## src/rtl/hazard_ctrl.sv

```systemverilog
// ---------------------------------------------------------------------------
// hazard_ctrl -- pipeline hazard controller for a classic 5-stage core.
//
// Generates PC / pipeline-register hold and bubble-insert controls from
// load-use hazards, taken branches and data-memory back-pressure. It also
// flags a stuck memory and keeps saturating performance counters.
//
// Parameters
//   LOAD_STALL_CYCLES  bubbles inserted per load-use hazard (1..7)
//   MEM_TIMEOUT        consecutive mem_busy cycles that raise mem_timeout
//                      (1..65535)
//
// Ports
//   clk, rstn                  clock (rising edge) / async active-low reset
//   id_rs1, id_rs2             source registers of the instruction in ID
//   id_uses_rs1, id_uses_rs2   qualifiers for id_rs1 / id_rs2
//   ex_rd, ex_mem_read         destination of the EX instruction; EX is a load
//   branch_taken               taken branch/jump resolved in EX this cycle
//   mem_busy                   data memory not ready this cycle
//   pc_stall, ifid_stall,
//   idex_stall, exmem_stall    hold controls
//   ifid_flush, idex_flush     bubble-insert controls
//   mem_timeout                sticky stuck-memory flag
//   stall_cycles, flush_count  saturating counters of pc_stall / ifid_flush
// ---------------------------------------------------------------------------
module hazard_ctrl #(
  parameter int unsigned LOAD_STALL_CYCLES = 1,
  parameter int unsigned MEM_TIMEOUT       = 255
) (
  input  logic        clk,
  input  logic        rstn,
  input  logic [4:0]  id_rs1,
  input  logic [4:0]  id_rs2,
  input  logic        id_uses_rs1,
  input  logic        id_uses_rs2,
  input  logic [4:0]  ex_rd,
  input  logic        ex_mem_read,
  input  logic        branch_taken,
  input  logic        mem_busy,
  output logic        pc_stall,
  output logic        ifid_stall,
  output logic        idex_stall,
  output logic        exmem_stall,
  output logic        ifid_flush,
  output logic        idex_flush,
  output logic        mem_timeout,
  output logic [31:0] stall_cycles,
  output logic [31:0] flush_count
);

  typedef enum logic [1:0] {
    RUN,
    LOAD_STALL,
    MEM_WAIT
  } state_e;

  localparam logic [2:0]  BUB_INIT = 3'(LOAD_STALL_CYCLES - 1);
  localparam logic [15:0] WAIT_LIM = 16'(MEM_TIMEOUT);
  localparam logic [15:0] WAIT_HIT = 16'(MEM_TIMEOUT - 1);

  state_e      state_q, state_d;
  state_e      ret_q, ret_d;       // state to resume once memory is ready
  state_e      eff_state;
  logic [2:0]  bub_q, bub_d;       // bubbles still owed after the current one
  logic [15:0] wait_q, wait_d;     // consecutive mem_busy cycles, saturating
  logic        to_q, to_d;
  logic [31:0] stall_cnt_q, stall_cnt_d;
  logic [31:0] flush_cnt_q, flush_cnt_d;

  logic load_use;
  logic timeout_hit;
  logic pc_stall_c, ifid_stall_c, idex_stall_c, exmem_stall_c;
  logic ifid_flush_c, idex_flush_c;

  assign load_use = ex_mem_read && (ex_rd != 5'd0) &&
                    ((id_uses_rs1 && (id_rs1 == ex_rd)) ||
                     (id_uses_rs2 && (id_rs2 == ex_rd)));

  // Leaving MEM_WAIT is evaluated as if already back in the saved state,
  // so the resumed state's actions happen on the very cycle memory frees.
  assign eff_state = (state_q == MEM_WAIT) ? ret_q : state_q;

  always_comb begin
    state_d       = state_q;
    ret_d         = ret_q;
    bub_d         = bub_q;
    pc_stall_c    = 1'b0;
    ifid_stall_c  = 1'b0;
    idex_stall_c  = 1'b0;
    exmem_stall_c = 1'b0;
    ifid_flush_c  = 1'b0;
    idex_flush_c  = 1'b0;

    if (mem_busy) begin
      // Whole pipe frozen; the bubble counter is left untouched.
      pc_stall_c    = 1'b1;
      ifid_stall_c  = 1'b1;
      idex_stall_c  = 1'b1;
      exmem_stall_c = 1'b1;
      state_d       = MEM_WAIT;
      if (state_q != MEM_WAIT) begin
        ret_d = state_q;
      end
    end else if (branch_taken) begin
      ifid_flush_c = 1'b1;
      idex_flush_c = 1'b1;
      bub_d        = '0;
      state_d      = RUN;
    end else if (eff_state == LOAD_STALL) begin
      pc_stall_c   = 1'b1;
      ifid_stall_c = 1'b1;
      idex_flush_c = 1'b1;
      bub_d        = bub_q - 3'd1;
      state_d      = (bub_q == 3'd1) ? RUN : LOAD_STALL;
    end else if (load_use) begin
      pc_stall_c   = 1'b1;
      ifid_stall_c = 1'b1;
      idex_flush_c = 1'b1;
      bub_d        = BUB_INIT;
      state_d      = (BUB_INIT != 3'd0) ? LOAD_STALL : RUN;
    end else begin
      state_d = RUN;
    end
  end

  // The flag is visible during the cycle that completes the timeout window.
  assign timeout_hit = mem_busy && (wait_q >= WAIT_HIT);

  always_comb begin
    wait_d = '0;
    if (mem_busy) begin
      wait_d = (wait_q == WAIT_LIM) ? wait_q : wait_q + 16'd1;
    end
    to_d        = to_q | timeout_hit;
    stall_cnt_d = stall_cnt_q;
    flush_cnt_d = flush_cnt_q;
    if (pc_stall_c && (stall_cnt_q != '1)) begin
      stall_cnt_d = stall_cnt_q + 32'd1;
    end
    if (ifid_flush_c && (flush_cnt_q != '1)) begin
      flush_cnt_d = flush_cnt_q + 32'd1;
    end
  end

  always_ff @(posedge clk or negedge rstn) begin
    if (!rstn) begin
      state_q     <= RUN;
      ret_q       <= RUN;
      bub_q       <= '0;
      wait_q      <= '0;
      to_q        <= 1'b0;
      stall_cnt_q <= '0;
      flush_cnt_q <= '0;
    end else begin
      state_q     <= state_d;
      ret_q       <= ret_d;
      bub_q       <= bub_d;
      wait_q      <= wait_d;
      to_q        <= to_d;
      stall_cnt_q <= stall_cnt_d;
      flush_cnt_q <= flush_cnt_d;
    end
  end

  // Outputs are combinational from inputs, so reset must mask them too.
  assign pc_stall     = rstn & pc_stall_c;
  assign ifid_stall   = rstn & ifid_stall_c;
  assign idex_stall   = rstn & idex_stall_c;
  assign exmem_stall  = rstn & exmem_stall_c;
  assign ifid_flush   = rstn & ifid_flush_c;
  assign idex_flush   = rstn & idex_flush_c;
  assign mem_timeout  = rstn & (to_q | timeout_hit);
  assign stall_cycles = stall_cnt_q;
  assign flush_count  = flush_cnt_q;

endmodule

```

## config.mk

```make
export PLATFORM = sky130hd
export DESIGN_NAME = hazard_ctrl
export DESIGN_NICKNAME = d
export VERILOG_FILES = /design/src/rtl/hazard_ctrl.sv
export SDC_FILE = /design/constraint.sdc
export NUM_CORES = 1
export LEC_CHECK = 0
export BUFFER_PORTS_ARGS = -buffer_cell sky130_fd_sc_hd__buf_2
export CAP_MARGIN = 5
export CORE_MARGIN = 2
export CORE_UTILIZATION = 45
export CTS_CLUSTER_DIAMETER = 60
export CTS_CLUSTER_SIZE = 40
export DETAILED_ROUTE_END_ITERATION = 16
export HOLD_SLACK_MARGIN = 0.08
export PLACE_DENSITY_LB_ADDON = 0.08
export SLEW_MARGIN = 20
export SYNTH_ARGS = -nofsm -noshare
export SYNTH_HDL_FRONTEND = slang
export SYNTH_SLANG_ARGS = --single-unit
```

## constraint.sdc

```tcl
create_clock -name clk -period 3.9 [get_ports clk]
set_input_delay 0.39 -clock clk [delete_from_list [all_inputs] [get_ports clk]]
set_output_delay 0.39 -clock clk [all_outputs]
set_load 0.01 [all_outputs]
```

# Word-level counts from Yosys, hierarchy flattened
# Cells that the tools add are included.
# word_totals
input_bits	22
elab_cells	60
ff_bits	88
out_inout_bits	71
latch_bits	0
mem_bits_ro	0
mem_count	0
ram_bits	0
# classes
eq_ne	10
n_lt_le_gt_ge	1
multipliers	0
div	0
muxes	19
bitwise	7
n_addsub	4
shift	0
reduce_logical	12
# op_table
op	n
adder 32 x 1 -> 32 bit (second input constant)	2
inequality test 32 bit (second input constant)	2
2-to-1 mux 16 bit	2
adder 16 x 1 -> 16 bit (second input constant)	1
equality test 16 x 8 -> 1 bit (second input constant)	1
>= comparator 16 x 8 -> 1 bit (second input constant)	1
2-to-1 mux 1 bit	12
equality test 5 bit	2
2-to-1 mux 3 bit	3
logical AND 1 bit	7
AND 1 bit	5
nonzero test 5 bit	1
2-to-1 mux 2 bit	2
inequality test 2 bit (second input constant)	2
AND reduction 2 bit	2
equality test 3 x 1 -> 1 bit (second input constant)	1
nonzero test 3 bit	1
subtractor 3 x 1 -> 3 bit (second input constant)	1
equality test 2 x 1 -> 1 bit (second input constant)	1
equality test 2 bit (second input constant)	1
logical OR 1 bit	1
inverter 1 bit	1
bitwise OR 1 bit	1

# Longest topological paths before layout
# Gate-level depths: netlist of run 1.
# logic_depth
depth_word	9
ltp_mapped	8
depth_no_buf	7

# Least setup slack after synthesis of run 1
# Ideal clock, no wire load.
# synth_path
kind	register to register
start	register stall_cnt_q[0] (netlist: stall_cycles[0])
end	register stall_cnt_q[1] (netlist: stall_cycles[1])
path_stages_with_launch	8
setup_slack_ns	1.747
period_less_slack_ns	2.153
t_arrival_ns	2.025
path_buffers	1
setup_ns	0.128
t_required_ns	3.772
path_cell_list	dfrtp_1 -> ha_1 -> and4_1 -> nand4b_1 -> or4_4 -> o211ai_4 -> buf_6 -> mux2_1
# synth_between
elab_chain_cells	2
elab_cells_between_ends	3
classes_between	1 x add/sub; 1 x eq/ne; 1 x reduce/logical
# synth_rtl
item	line	source
from (decl)	67	logic [31:0] stall_cnt_q, stall_cnt_d;
from (signal assigned)	160	stall_cnt_q <= stall_cnt_d;
branches (longest 2 deep; another with adder 32 x 1 -> 32 bit)	n/a	
# Parallel ways; which one is timed is not known.
# A chain may end at the register's enable or synchronous reset.

# Worst setup path in the final report of run 1
# layout_path
start	register wait_q[8]
end	output mem_timeout
# layout_between
elab_chain_cells	4
# layout_rtl
item	line	source
from (decl)	65	logic [15:0] wait_q, wait_d;
from (signal assigned)	158	wait_q <= wait_d;
>= comparator 16 x 8 -> 1 bit	127	assign timeout_hit = mem_busy && (wait_q >= WAIT_HIT);
logical AND 1 bit	127	
bitwise OR 1 bit	n/a	
net to_d	66	logic to_q, to_d;
AND 1 bit	172	assign mem_timeout = rstn & (to_q | timeout_hit);
to (decl)	46	output logic mem_timeout,
# The timed path passes the listed nets, and every way through them passes these cells.

==> results of run 1 <==
power by group:
part / total, mW / switching [mW] / internal [mW]
combinational: 0.282 / 0.153 / 0.129
sequential: 1.06 / 0.0804 / 0.977
clock: 0.741 / 0.317 / 0.424
total: 2.08 / 0.551 / 1.53
per-layer routing:
layer	part of all wire, %	wire, um
met5	0	0
met4	1.3	124
met3	4.4	425
met2	44	4270
met1	50	4800
cell type report:
class	count	area, um^2	share of cell area, %
clock buffer	10	128	2.40
clock inverter	5	106	2.00
inverter	12	45.0	0.847
multi-input combinational	321	2190	41.2
sequential	88	2200	41.4
tap	133	166	3.13
timing repair buffer	94	480	9.03
synth_stat cells (4+ instances only):
library cell | n | area (um^2)
and4_1 | 13 | 114
clkbuf_1 | 4 | 15.0
nand4_1 | 19 | 119
nor2b_1 | 5 | 31.3
a21oi_1 | 10 | 50.1
xor2_1 | 40 | 350
nor2_1 | 22 | 82.6
inv_1 | 12 | 45.0
or3_1 | 4 | 25.0
ha_1 | 6 | 75.1
and2_1 | 21 | 131
nor3_1 | 18 | 90.1
dfrtp_1 | 88 | 2200
xnor2_1 | 43 | 377
nor4_1 | 6 | 37.5
nand3_1 | 16 | 80.1
o21ai_0 | 4 | 20.0
nand2_1 | 41 | 154
and3_1 | 17 | 106
cell families (layout without fill, tap and decap cells):
group           after synthesis  in the layout  share of synthesized area, %
xor+xnor                     83             83                          16.1
mux                           3              3                         0.748
compound gates               28             28                          4.24
fa+ha+maj                     6              6                          1.66
buf+inv                      23            121                          2.69
simple gates                201            201                          25.8
flops                        88             88                          48.8
final timing paths:
kind                                 from              end  cells past startpoint
setup reg to reg           flush_count[0]  flush_count[15]                      7
min in group asynchronous            rstn        wait_q[0]                      2
hold / removal                   mem_busy       state_q[1]                      1
setup / recovery                wait_q[8]      mem_timeout                      6
max in group asynchronous            rstn       wait_q[12]                      3
hold reg to reg                      to_q             to_q                      1
through the flow:
step | setup WS, ns | area (um^2)
final | 1.38 | 5320
after global routing | 1.24 | 5320
after CTS | 1.35 | 5320
after detailed placement | 1.38 | 5070
after global placement | 1.42 | 5070
after floorplan | 1.75 | 4510
critical path, delay by kind of cell (launching register included):
family / cells / cell delay, ns
AO/OA/AOI/OAI: 2 / 0.32
AND/OR/NAND/NOR: 3 / 0.90
flip-flops: 1 / 0.43
buffers and inverters: 1 / 0.13
sequential cells by signal, indices dropped and copies added (netlist names):
register	flops
wait_q	16
flush_count	32
stall_cycles	32
to_q	1
state_q	2
ret_q	2
bub_q	3
==> qor.yml, run 1 <==
status: "finished, final reports clean"
fin_crit_ns: 2.52
place_congestion: 0.815
viasPerCell: 5.21
cts_root_buf: "clkbuf_8"
finalSetupViolations: 0
netlist_area_um2: 4510
numPortBuffers: 92
grt_use_total_pct: 18.8
nNetsFinal: 554
holdWs_ns: 0.400
hpwlAfterDp_um: 6880
holdBufCountCts: 1
crit_fanout: 6
grt.busiest_layer: "met2"
grt.met3_usage_pct: 4.01
reg2reg_setup_slack_ns: 1.50
async_flop_share_pct: 100
fp.dieH_um: 104
wl_per_cell_um: 14.5
antenna_found_initial: 0
power_mw: 2.08
cts.path.max_buffers: 2
slowest_stage: "or4_1"
fin_skew_ns: 0.0178
crit_type: "reg -> out"
area_growth_syn_to_layout_pct: 17.8
synth_edf_count: 0
clock_latency_ns: 0.36
grt_pass1_vias: 3499
most-common-layout-cells: "buf_2, dfrtp_1, xnor2_1"
clkSlewWorstSetupHoldPaths_ns: 0.08
fin_setup_tns_ns: 0
cts_tree: "yes"
drive_gt1_share_pct: 22.5
dieArea_um2: 10800
holdCritPathClass: "in -> reg"
grt_util_met1_pct: 25.8
synthCells: 432
crit_required_ns: 3.51
max-vdd-ir-drop_mv: 0.264
ios: 93
fin_util_pct: 54.4
clock.fmax_ghz: 0.397
ys_types: 50
power_leakage_nw: 2.74
synth_flop_cell: "dfrtp_1"
fillCellCount: 908
power_per_cell_area_nw_per_um2: 391
syn_nets: 460
worst_slew_pin_slew_ns: 0.847
ys_seq_elements: 88
initial_core_util_pct: 46.2
slew_viol_final: 0
met2_usage_pct: 29.5
first_iter_violations: 104
grt_max_degree: 67
post-route-period-util_pct: 64.6
worst_path_largest_cell_delay_ns: 0.56
cap_violations: 0
cp-start-kind: "flip-flop"
grt_overflow: 0
grt_pass1_wl_um: 16800
worstPathArrival_ns: 2.13
ys_seq_area_share_pct: 48.8
finalHoldViolations: 0
wl_um: 9630
drtPass1Iterations: 4
num_rows: 36
htreeDepth: 3
dpl.cell_count: 647
die_w_um: 104
drc: 0
numClockSinks: 88
vias: 3451
coreArea_um2: 9770
crit_chain: "or4_1 -> nor2_1 -> o21ai_0 -> a21o_1 -> and2_1 -> buf_2"
cts_resized: 0
post_cts_buffers: 0
antenna-diode-count: 0
crit_path_end_kind: "primary output"
yosys_warnings: 0
relSlewSlack_pct: 43.5
final_common_cell: "buf_2"
rsz0062_at_grt: "no"
syn_avg_cell_area_um2: 10.4
cts_buffers: 9
fin_cells: 663
ant_nets: 0
Note: power is estimated with default switching activity, not from simulation.
==> run 2: changes to the inputs <==
clock period = 2.3 ns   (was 3.9 ns; I/O delays follow)
==> qor.yml, run 2 (synthesis gave the netlist of run 1 again) <==
status: "finished, final reports clean"  # unchanged
power_per_cell_area_nw_per_um2: 607  # was 391 nW/um^2
wl_met1_um: 4980  # was 4800 um
nNetsFinal: 574  # was 554
grt_overflow: 0  # unchanged
routed.top_layer: "met4"  # unchanged
cts_buffers: 9  # unchanged
clock_latency_ns: 0.37  # was 0.36 ns
antenna_found_initial: 0  # unchanged
slew_viol_final: 0  # unchanged
fin_util_pct: 55.9  # was 54.4%
holdCritPathClass: "in -> reg"  # unchanged
grt_use_total_pct: 19.2  # was 18.8%
place_congestion: 0.817  # was 0.815
postLayoutCellArea_um2: 5470  # was 5320 um^2
cp.depth: 6  # unchanged
placed_area_um2: 5180  # was 5070 um^2
crit_end: "mem_timeout"  # unchanged
wl_met3_um: 453  # was 425 um
numPortBuffers: 92  # unchanged
clkSlewWorstSetupHoldPaths_ns: 0.09  # was 0.08 ns
max-vdd-ir-drop_mv: 0.683  # was 0.264 mV
dpl_worst_slack_ns: 0.0894  # was 1.38 ns
reg2reg_setup_slack_ns: 0.11  # was 1.50 ns
die_w_um: 104  # unchanged
ant_nets: 0  # unchanged
critPathBufInv: 1  # unchanged
dieArea_um2: 10800  # unchanged
fin_crit_ns: 2.24
numClockSinks: 88  # unchanged
fp.dieH_um: 104  # unchanged
cts_tree: "yes"  # unchanged
cts.path.max_buffers: 2  # unchanged
dr_wl_met2_um: 4300  # was 4270 um
r2r_cells: 8  # was 7
ios: 93  # unchanged
crit-reg2reg-launch: "stall_cycles[0]"  # was flush_count[0]
fin_skew_ns: 0.00839  # was 0.0178 ns
hpwlAfterDp_um: 7140  # was 6880 um
crit_required_ns: 2.07  # was 3.51 ns
fin_ws_ns: 0.0561  # was 1.38 ns
post-route-period-util_pct: 97.6
wl_um: 9900  # was 9630 um
drive_gt1_share_pct: 26.9  # was 22.5%
vias: 3514  # was 3451
cts_root_buf: "clkbuf_8"  # unchanged
crit_type: "reg -> out"  # unchanged
crit_path_end_kind: "primary output"  # unchanged
worst_path_largest_cell_delay_ns: 0.56  # about the same
coreArea_um2: 9770  # unchanged
finalSetupViolations: 0  # unchanged
drtPass1Iterations: 4  # unchanged
worst_slew_pin_slew_ns: 0.720  # was 0.847 ns
crit_family: "simple AND/OR/NAND/NOR gates"  # unchanged
wl_per_cell_um: 14.5  # about the same
slowest_stage: "or4_4"  # was or4_1
grt_pass1_wl_um: 17100  # was 16800 um
initial_core_util_pct: 46.2  # unchanged
worstPathArrival_ns: 2.01  # was 2.13 ns
htreeDepth: 3  # unchanged
finalHoldViolations: 0  # unchanged
cap_violations: 0  # unchanged
final_common_cell: "buf_2"  # unchanged
antenna-diode-count: 0  # unchanged
num_rows: 36  # unchanged
holdWs_ns: 0.259  # was 0.400 ns
drc: 0  # unchanged
grt_pass1_vias: 3500  # was 3499
viasPerCell: 5.14  # was 5.21
most-common-layout-cells: "buf_2, dfrtp_1, xnor2_1"  # unchanged
area_growth_syn_to_layout_pct: 21.1  # was 17.8%
grt_max_degree: 41  # was 67
power_leakage_nw: 2.82  # was 2.74 nW
first_iter_violations: 154  # was 104
critPathLaunch: "wait_q[13]"  # was wait_q[8]
r2r-end: "stall_cycles[21]"  # was flush_count[15]
crit_chain: "or4_4 -> nor2_4 -> o21ai_0 -> a21o_1 -> and2_1 -> buf_2"  # was or4_1 -> nor2_1 -> o21ai_0 -> a21o_1 -> and2_1 -> buf_2
cp-start-kind: "flip-flop"  # unchanged
clock.fmax_ghz: 0.446
relSlewSlack_pct: 51.2  # was 43.5%
crit_fanout: 2  # was 6
[run 2: cell count changes in the layout (fill, tap and decap cells not counted), sizes merged]
cell and change:
bufinv -3, buf +20, clkinv +2, clkinvlp +2
[run 2: cell type report]
cell class / instances / area [um^2]
clock buffer: 10 / 138
clock inverter: 6 / 45.0
fill: 910 / 4310
inverter: 12 / 45.0
multi-input combinational: 321 / 2220
sequential: 88 / 2200
tap: 133 / 166
timing repair buffer: 114 / 647
[run 2: report_power, final]
group,internal [mW],leakage [nW],switching (mW)
logic,0.241,1.55,0.271
clock network,0.424,0.0845,0.589
registers,1.66,1.19,0.136
total,2.32,2.82,0.996
[run 2: worst min-delay path by stage]
stage | start | endpoint | slack, ns | depth (start not counted)
final | mem_busy | state_q[1] | 0.26 | 2
after global routing | mem_busy | state_q[1] | 0.27 | 2
after CTS | mem_busy | state_q[1] | 0.25 | 2
after detailed placement | rstn | to_q | 0.23 | 1
after global placement | rstn | to_q | 0.23 | 1
after floorplan | rstn | bub_q[0] | -0.07 | 0
[run 2: layer usage]
layer / up-vias / global-route usage, %
met4: 0 / 8.01
met5: - / 0
met1: 1685 / 27.3
met2: 87 / 28.9
li1: 1729 / -
met3: 13 / 3.82
[run 2: stage by stage]
stage | total power [mW] | instances | setup TNS, ns
after floorplan | 2.09 | 432 | 0
after global placement | 2.31 | 659 | 0
after detailed placement | 2.33 | 659 | 0
after CTS | 3.34 | 678 | 0
after global routing | 3.49 | 684 | -0.00496
final | 3.32 | 684 | 0
[run 2: what timing repair did]
item	4_1_cts	5_1_grt
gates resized for setup	1	8
cloned	0	0
endpoints found under the hold margin	33	0
endpoints found under the setup margin	1	16
setup buffers	2	6
pin swaps	0	3
hold buffers	1	0
